$ cat src/rtl/sha256_msg_schedule.sv
// SHA-256 message schedule: expands one 512-bit block into W0..W63 using a
// 16-word sliding window, advancing one word per step_i.
module sha256_msg_schedule (
  input  logic         clk,
  input  logic         rst_n,
  input  logic         load_i,
  input  logic [511:0] block_i,
  input  logic         step_i,
  output logic [31:0]  w_o,
  output logic [5:0]   t_o,
  output logic         valid_o,
  output logic         done_o
);

  typedef enum logic {IDLE, RUN} state_e;

  state_e      state_q, state_d;
  logic [5:0]  t_q, t_d;
  logic        done_q, done_d;
  logic [31:0] win_q [16];
  logic [31:0] win_d [16];
  logic [31:0] w_new;
  logic [511:0] blk;

  function automatic logic [31:0] sig0(input logic [31:0] x);
    return {x[6:0], x[31:7]} ^ {x[17:0], x[31:18]} ^ {3'b000, x[31:3]};
  endfunction

  function automatic logic [31:0] sig1(input logic [31:0] x);
    return {x[16:0], x[31:17]} ^ {x[18:0], x[31:19]} ^ {10'b0, x[31:10]};
  endfunction

  always_comb begin
    state_d = state_q;
    t_d     = t_q;
    done_d  = 1'b0;
    win_d   = win_q;
    blk     = block_i;
    w_new   = sig1(win_q[14]) + win_q[9] + sig0(win_q[1]) + win_q[0];
    if (load_i) begin
      // M0 sits in the top word; peel words off the top while shifting left
      for (int unsigned k = 0; k < 16; k++) begin
        win_d[k] = blk[511:480];
        blk      = blk << 32;
      end
      t_d     = '0;
      state_d = RUN;
    end else if (state_q == RUN && step_i) begin
      if (t_q == 6'd63) begin
        state_d = IDLE;
        t_d     = '0;
        done_d  = 1'b1;
      end else begin
        for (int unsigned k = 0; k < 15; k++) begin
          win_d[k] = win_q[k+1];
        end
        win_d[15] = w_new;
        t_d       = t_q + 6'd1;
      end
    end
  end

  always_ff @(posedge clk or negedge rst_n) begin
    if (!rst_n) begin
      state_q <= IDLE;
      t_q     <= '0;
      done_q  <= 1'b0;
      for (int unsigned k = 0; k < 16; k++) begin
        win_q[k] <= '0;
      end
    end else begin
      state_q <= state_d;
      t_q     <= t_d;
      done_q  <= done_d;
      for (int unsigned k = 0; k < 16; k++) begin
        win_q[k] <= win_d[k];
      end
    end
  end

  assign w_o     = win_q[0];
  assign t_o     = t_q;
  assign valid_o = (state_q == RUN);
  assign done_o  = done_q;

endmodule

$ cat config.mk
export PLATFORM = sky130hd
export DESIGN_NAME = sha256_msg_schedule
export DESIGN_NICKNAME = d
export VERILOG_FILES = /design/src/rtl/sha256_msg_schedule.sv
export SDC_FILE = /design/constraint.sdc
export NUM_CORES = 1
export LEC_CHECK = 0
export CORE_UTILIZATION = 53
export DETAILED_ROUTE_END_ITERATION = 10
export MAX_ROUTING_LAYER = met4
export PLACE_DENSITY_LB_ADDON = 0.2
export SETUP_SLACK_MARGIN = 0.5
export SLEW_MARGIN = 5
export SYNTH_ARGS = -nofsm -noshare
export SYNTH_HDL_FRONTEND = slang
export SYNTH_SLANG_ARGS = --single-unit
$ cat constraint.sdc
create_clock -name clk -period 5.06 [get_ports clk]
set_clock_uncertainty 0.1 [all_clocks]
set_input_delay 0.759 -clock clk [delete_from_list [all_inputs] [get_ports clk]]
set_output_delay 0.759 -clock clk [all_outputs]
set_load 0.02 [all_outputs]
-- Yosys cells after proc, flatten, opt, wreduce, memory -nomap -nowiden
Cells that the tools add are included.
- logic and storage cells: 46
- flip-flop bits (word level): 520
- input port bits: 516
- output and inout bits: 40
- bitwise operators: 4
- multiplexer cells: 12
- reduce and logical (&&, ||, !) cells: 5
- equal/unequal tests: 2
- add/subtract/negate cells: 4
- operator list (cell ; number):
    512-bit two-way mux ; 3
    32-bit adder ; 3
    32-bit bitwise XOR ; 2
    32-bit by 22-bit bitwise XOR with 32-bit output ; 1
    32-bit by 29-bit bitwise XOR with 32-bit output ; 1
    6-bit two-way mux ; 3
    6-bit by 1-bit adder with 6-bit output, second input constant ; 1
    6-bit equality test, second input constant ; 1
    1-bit two-way mux ; 6
    2-bit AND reduction ; 2
    2-bit nonzero test ; 2
    2-bit inequality test, second input constant ; 1
    1-bit logical AND ; 1

-- Longest topological paths before layout
Gate-level depths: netlist (run 1).
- depth after elaboration: 8
- gate-level depth with buffers: 16
- mapped depth without buffers: 15

-- Worst setup path before layout (run 1)
OpenSTA, ideal clock, no wires.
- path type: reg-to-reg
- start point: register win_q[43] (netlist name)
- end point: register win_q[29] (netlist name)
- data required time: 4.818 ns
- period minus slack after synthesis: 4.049 ns
- path slack: 1.011 ns
- data arrival time: 3.807 ns
- cell stages (with the launch flop): 17
- path buffers: 1
- setup time: 0.142 ns
- cells stage by stage: dfrtp_1 > clkbuf_1 > xor2_1 > xnor2_1 > fa_1 > inv_1 > fa_1 > ha_1 > fa_1 > a21o_1 > a221o_1 > nand3_1 > nand2_1 > a221oi_2 > nor4_1 > mux2i_1 > o221ai_1
- word-level cells in the longest chain between the ends: 8
- ends and longest elaborated chain (what ; line ; source):
    start, declared ; 20 ; logic [31:0] win_q [16];
    start signal, assigned by index ; 76 ; win_q[k] <= win_d[k];
    32-bit bitwise XOR ; 30 ; return {x[16:0], x[31:17]} ^ {x[18:0], x[31:19]} ^ {10'b0, x[31:10]};
    32-bit by 22-bit bitwise XOR with 32-bit output (*) ; 30 ;
    32-bit adder (*) (3 in a row) ; 39 ; w_new = sig1(win_q[14]) + win_q[9] + sig0(win_q[1]) + win_q[0];
    512-bit two-way mux (*) ; 49 ; if (t_q == 6'd63) begin
    512-bit two-way mux (*) ; 48 ; end else if (state_q == RUN && step_i) begin
    512-bit two-way mux (*) ; 40 ; if (load_i) begin
Every way passes the cells marked *; elsewhere a longest branch is shown, timed or not. The select of a mux whose other input is x is not followed.
A chain may end at the register's enable or synchronous reset.

-- Worst setup path in the final report (run 1)
- start point: register win_q[32] (netlist name)
- end point: register win_q[27] (netlist name)
- word-level cells in the longest chain between the ends: 8
- ends and longest elaborated chain (what ; line):
    32-bit bitwise XOR ; 30
    32-bit by 22-bit bitwise XOR with 32-bit output ; 30
    32-bit adder (3 in a row) ; 39
    512-bit two-way mux ; 49
    512-bit two-way mux ; 48
    512-bit two-way mux ; 40
Every way passes these cells. The select of a mux whose other input is x is not followed.

==> flow_summary.toml, run 1 <==
[synth]
synth.cell_area_um2 = 28200
synth_simple_gate_area_share_pct = 9.53
yosysWarnings = 0
async_flop_share_pct = 100
synthAdderAreaFrac_pct = 5.83
ys.flop_type = "dfrtp_1"
avgSynthCellArea_um2 = 9.56
synth_edf_count = 0
synthTopCellsByArea = "dfrtp_1, mux2i_1, o21ai_0, nand2_1, fa_1"
yosysTopAreaCell = "dfrtp_1"
synthDistinctLibCells = 58
yosysSeqAreaShare_pct = 46.2
ys_ff_latch = 520
synthCells = 2945
synth.net_count = 3555
synth_mux_area_share_pct = 15.2
synth_top_family_by_area = "multiplexers"
synth_compound_area_share_pct = 13.0
synthXorXnorAreaFrac_pct = 4.54
synth_top_area_share_pct = 46.2

[timing]
worst_slew_pin_slew_ns = 1.02
setup_viol = 0
max_slew_margin_pct = 31.8
drv_slew = 0
max_freq_mhz = 228
min_period_ns = 4.39
whs_ns = 0.0527
timing.setup.tns_ns = 0
rsz0062_at_grt = "no"
period_share_pct = 86.7
hold_viol_final = 0

[power]
clkPwrFrac_pct = 23.1
internal-power_mw = 10.6
power_density_nw_per_um2 = 502
swShare_pct = 41.2
p_comb_share_pct = 46.9
ir_drop_v = 0.000406
sequentialPowerShare_pct = 30.0
p_switching_mw = 7.43
p_leak_nw = 16.4

[detailed_routing]
viasPerCell = 5.78
drtIter0Drc = 2475
num_vias = 23592
detail_route.wl_per_cell_um = 24.8
ant_nets = 0
drt_pre_antenna_iters = 7
drc = 0
wirelength_um = 101000

[global_routing]
track_usage_pct = 38.6
grt_max_degree = 155
grt_overflow = 0
grt_pass1_vias = 23560
antenna_found_initial = 16
grt_pass1_wl_um = 148000

[cts]
cts.path.max_buffers = 3
cts-root-buf = "clkbuf_16"
holdBufCountCts = 0
htreeDepth = 2
clkSinkCount = 520
cts_tree = "done"
cts_inserted_buffers = 55
clk_pin_slew_ns = 0.06
clock_latency_ns = 0.63

[worst_setup_path]
worstReg2RegEnd = "win_q[27]"
critPathCaptureType = "flip-flop"
path_max_fanout = 5
cp_data_required_time_ns = 5.48
path_common_cell = "fa_1"
cp.depth = 13
worstPathCellList = "xor2_1 -> xnor2_1 -> fa_1 -> fa_1 -> inv_1 -> ha_1 -> and2_1 -> and3_1 -> a211o_1 -> a31o_2 -> nand4_2 -> or4_1 -> a41oi_1"
timing.rr.start = "win_q[32]"
critPathLaunchType = "flip-flop"
endpoint = "win_q[27]"
startpoint = "win_q[32]"
path_buf_inv = 1
cpPeakStageDelay_ns = 0.54
reg2reg_slack_ns = 0.67
cpMaxStageDelayCell = "or4_1"
crit_arrival_ns = 4.81
critical-path-top-delay-family = "adder cells"
reg2regPathDepth = 13
worstSetupPathType = "reg -> reg"

[placement]
dpl.hpwl_um = 78600
port_buffers = 555
place.gp.congestion = 1.02

[hold_path]
hold_path.class = "in -> async"

[die]
die_w_um = 232
die_h_um = 232
start_util_pct = 53.6
rows = 84
coreArea_um2 = 52600
die-area_um2 = 54000
io_pins = 556

[final_layout]
fin_nets = 3946
regArea_um2 = 13000
multi_input_area_um2 = 13600
areaGrowthSynthToFinish_pct = 27.4
fill_cells = 4077
drive_gt1_share_pct = 4.41

[run]
drv_cap = 0

[outcome]
status = "completed"
-- cell usage after synthesis, types with 4 or more instances --
master and number:
clkbuf_1 177, o211ai_1 4, buf_4 32, a21oi_1 113, mux2i_1 426, and2_1 4
o221ai_1 6, dfrtp_1 520, xor2_1 56, nor2_1 98, o21ai_0 515, buf_1 22
and3_1 6, xnor2_1 90, nand3_1 10, nand2_1 543, a21o_1 15, inv_1 124
a211oi_1 5, ha_1 32, buf_2 29, nand4_1 4, fa_1 62
-- power by group through the flow --
stage               Clock (mW)  Combinational, mW  Sequential, mW
finish                    4.16               8.45            5.41
global route              4.36               9.21            5.42
CTS                       4.18               8.21            5.37
detailed placement           0               8.16            5.43
global placement             0               8.10            5.42
floorplan                    0               5.59            5.03
-- sequential cells by signal (all words and copies together), names as in the netlist --
register  flops
win_q       480
w_o          32
done_o        1
valid_o       1
t_o           6
-- placed cells by master (no fill, tap or decap), drive strengths merged, types with 5 or more instances in the layout --
master	n
and3	6
dfrtp	520
nand2	543
nor2	98
o21ai	516
a21oi	116
fa	62
o221ai	6
nand4	5
xnor2	90
buf	41
a21o	15
clkdlybuf4s50	553
nand3	10
xor2	56
clkbuf	80
ha	32
clkinv	13
a211oi	5
mux2i	426
diode	16
inv	124
-- cell families (layout without fill, tap and decap cells) --
group,count (synthesis),count (layout)
AO/OA/AOI/OAI,688,688
XOR/XNOR,146,146
adder cells (fa/ha/maj),94,94
buffers and inverters,384,816
flip-flops,520,520
multiplexers,428,428
other,0,16
AND/OR/NAND/NOR,685,685
-- metrics by stage --
step	instance area, um2	setup WS (ns)	instances	total power, mW	utilization [%]
2_1_floorplan	28200	1.01	2945	10.6	-
3_3_place_gp	33900	0.626	3966	13.5	64.6
3_5_place_dp	33900	0.566	3966	13.6	64.6
4_1_cts	35800	0.522	4064	17.8	68.1
5_1_grt	35900	0.515	4081	19.0	68.3
6_report	35900	0.673	4081	18.0	68.3
-- layout make-up --
type	count	share of cell area (%)
Tap cell	688	2.40
Clock inverter	18	0.649
Sequential cell	520	36.3
Antenna cell	16	0.112
Clock buffer	80	4.52
Timing Repair Buffer	594	16.8
Multi-Input combinational cell	2041	37.9
Inverter	124	1.30
-- metal layers --
layer | vias up | routed length [um] | GRT usage (%)
met3 | 165 | 8150 | 5.77
met1 | 11736 | 42800 | 53.1
met4 | 0 | 3360 | 14.0
met5 | - | 0 | -
li1 | 10647 | - | -
met2 | 1044 | 46900 | 58.3
-- worst min-delay path by stage --
stage,startpoint,to,slack (ns),depth (start not counted)
final,rst_n,win_q[399],0.05,1
after global routing,rst_n,win_q[399],0.13,1
after CTS,rst_n,win_q[399],0.10,1
after detailed placement,valid_o,valid_o,0.45,2
after global placement,valid_o,valid_o,0.41,2
after floorplan,rst_n,done_o,0.36,0
-- what timing repair did --
item,4_1_cts,5_1_grt
endpoints found under the setup margin,0,8
endpoints found under the hold margin,0,0
setup buffers,0,1
gates resized for setup,0,7
-- worst reg2reg max path: stages (launching register included) --
cell and delay [ns]:
dfrtp_1 0.50, xor2_1 0.21, xnor2_1 0.31, fa_1 0.50, fa_1 0.50, inv_1 0.05
ha_1 0.43, and2_1 0.27, and3_1 0.21, a211o_1 0.13, a31o_2 0.14, nand4_2 0.22
or4_1 0.54, a41oi_1 0.20
(Power assumes the default switching activity.)
==> run 2: changes to the inputs <==
==> constraint.sdc (replaced) <==
create_clock -name clk -period 4.7 [get_ports clk]
set_clock_uncertainty 0.1 [all_clocks]
set_input_delay 0.705 -clock clk [delete_from_list [all_inputs] [get_ports clk]]
set_output_delay 0.705 -clock clk [all_outputs]
set_load 0.02 [all_outputs]
==> run 2 against run 1 <==
  * Flip-flop and latch count is the same
  * Sequential share of layout area shrank 0.39 points
  * Largest power group unchanged
  * Largest cell class unchanged
  * Total power grew 13%
  * Critical path depth did not move
  * Critical path type unchanged
  * Core utilization increased by 0.82 points
  * Maximum frequency is 5.6% higher
==> flow_summary.toml, run 2 (synthesized netlist as in run 1, its figures left out) <==
[final_layout]
areaGrowthSynthToFinish_pct = 29.0
final_cell_mix = "clkdlybuf4s50_1, nand2_1, o21ai_0, dfrtp_1, mux2i_1"
mostFrequentLayoutCell = "clkdlybuf4s50_1"
fill_cells = 4012
regArea_um2 = 13000
drive_gt1_share_pct = 6.39
instances_no_fill = 4089
fin_nets = 3966
top_register = "win_q"
largest_reg_flops = 480
multi_input_area_um2 = 13900

[timing]
timing.setup.tns_ns = 0
max_freq_mhz = 241
rsz0062_at_grt = "yes"
period_share_pct = 88.4
setup_viol = 0
max_slew_margin_pct = 33.0
drv_slew = 0
whs_ns = 0.0497
worst_slew_pin_slew_ns = 1.00
setup_ws_ns = 0.543
min_period_ns = 4.16
hold_viol_final = 0

[worst_setup_path]
crit_arrival_ns = 4.49
critPathLaunchType = "flip-flop"
critPathCaptureType = "flip-flop"
path_max_fanout = 5
reg2regPathDepth = 13
worstReg2RegEnd = "win_q[31]"
startpoint = "win_q[62]"
timing.rr.start = "win_q[62]"
reg2reg_slack_ns = 0.54
cp_data_required_time_ns = 5.04
worstSetupPathType = "reg -> reg"

[die]
die_h_um = 232
start_util_pct = 53.6
die-area_um2 = 54000
die_w_um = 232
io_pins = 556
rows = 84
coreArea_um2 = 52600

[power]
swShare_pct = 41.8
ir_drop_v = 0.000418
total_power_mw = 20.3
p_comb_share_pct = 49.5
sequentialPowerShare_pct = 28.6
p_switching_mw = 8.51
internal-power_mw = 11.8
p_leak_nw = 16.6
clkPwrFrac_pct = 21.9
power_density_nw_per_um2 = 560

[global_routing]
antenna_found_initial = 3
track_usage_pct = 39.7
grt_pass1_wl_um = 150000
grt_max_degree = 180
grt_pass1_vias = 23425
grt_overflow = 0

[detailed_routing]
drtIter0Drc = 2663
detail_route.wl_per_cell_um = 25.5
wirelength_um = 104000
num_vias = 23787
drt_pre_antenna_iters = 5
viasPerCell = 5.82
drc = 0
ant_nets = 0

[hold_path]
hold_path.class = "in -> async"

[cts]
cts_tree = "done"
clk_pin_slew_ns = 0.06
cts_inserted_buffers = 53
htreeDepth = 2
cts.path.max_buffers = 3
clkSinkCount = 520
clock_latency_ns = 0.64
cts-root-buf = "clkbuf_16"

[placement]
dp.cells = 3979
dpl.hpwl_um = 79800
place.gp.congestion = 1.00
pre_cts_slack_ns = 0.315
port_buffers = 555

[run]
drv_cap = 0

[outcome]
status = "completed"
-- run 2: stage by stage --
| stage | util (%) | cell area [um2] |
|---|---|---|
| after global placement | 64.9 | 34100 |
| after detailed placement | 64.9 | 34100 |
| after floorplan | - | 28200 |
| after CTS | 68.6 | 36000 |
| final | 69.1 | 36300 |
| after global routing | 69.1 | 36300 |
-- run 2: layout make-up --
class | count | area share [%]
Antenna cell | 4 | 0.0276
Clock buffer | 76 | 4.28
Clock inverter | 20 | 0.724
Inverter | 124 | 1.28
Multi-Input combinational cell | 2041 | 38.2
Sequential cell | 520 | 35.9
Tap cell | 688 | 2.37
Timing Repair Buffer | 616 | 17.3
-- run 2: power groups by stage --
stage / Combinational, mW / Clock (mW) / Sequential (mW)
final: 10.1 / 4.46 / 5.81
after CTS: 9.47 / 4.49 / 5.76
after global placement: 9.17 / 0 / 5.82
after global routing: 10.9 / 4.66 / 5.83
after floorplan: 6.02 / 0 / 5.41
after detailed placement: 9.14 / 0 / 5.83
-- run 2: worst max-delay path: stages, from the launching register on --
cell and delay [ns]:
dfrtp_1 0.72, xnor2_2 0.21, fa_1 0.47, fa_1 0.49, inv_1 0.04, ha_1 0.34, and2_2 0.26, and3_1 0.22
a211o_1 0.31, a31o_4 0.24, nand4_4 0.13, o311ai_2 0.13, xnor2_1 0.20, o221ai_1 0.12
-- run 2: worst max path at each step --
stage | end | slack [ns] | cells after the start
finish | win_q[31] | 0.54 | 13
global route | win_q[31] | 0.43 | 13
CTS | win_q[31] | 0.49 | 15
detailed placement | win_q[29] | 0.31 | 14
global placement | win_q[29] | 0.35 | 14
floorplan | win_q[29] | 0.65 | 16
-- run 2: what timing repair did --
item	in CTS	in global routing
setup endpoints to repair	15	21
buffers inserted	3	7
pin swaps	9	23
hold buffers	0	0
gates resized for setup	19	51
-- run 2: routing by layer --
layer  vias to the layer above  track usage (%)  routed length, um
met5                         -                -                  0
met4                         0             13.8               3950
met3                       194             7.05               8250
met2                      1126             60.5              48000
met1                     11787             53.5              43900
li1                      10680                -                  -
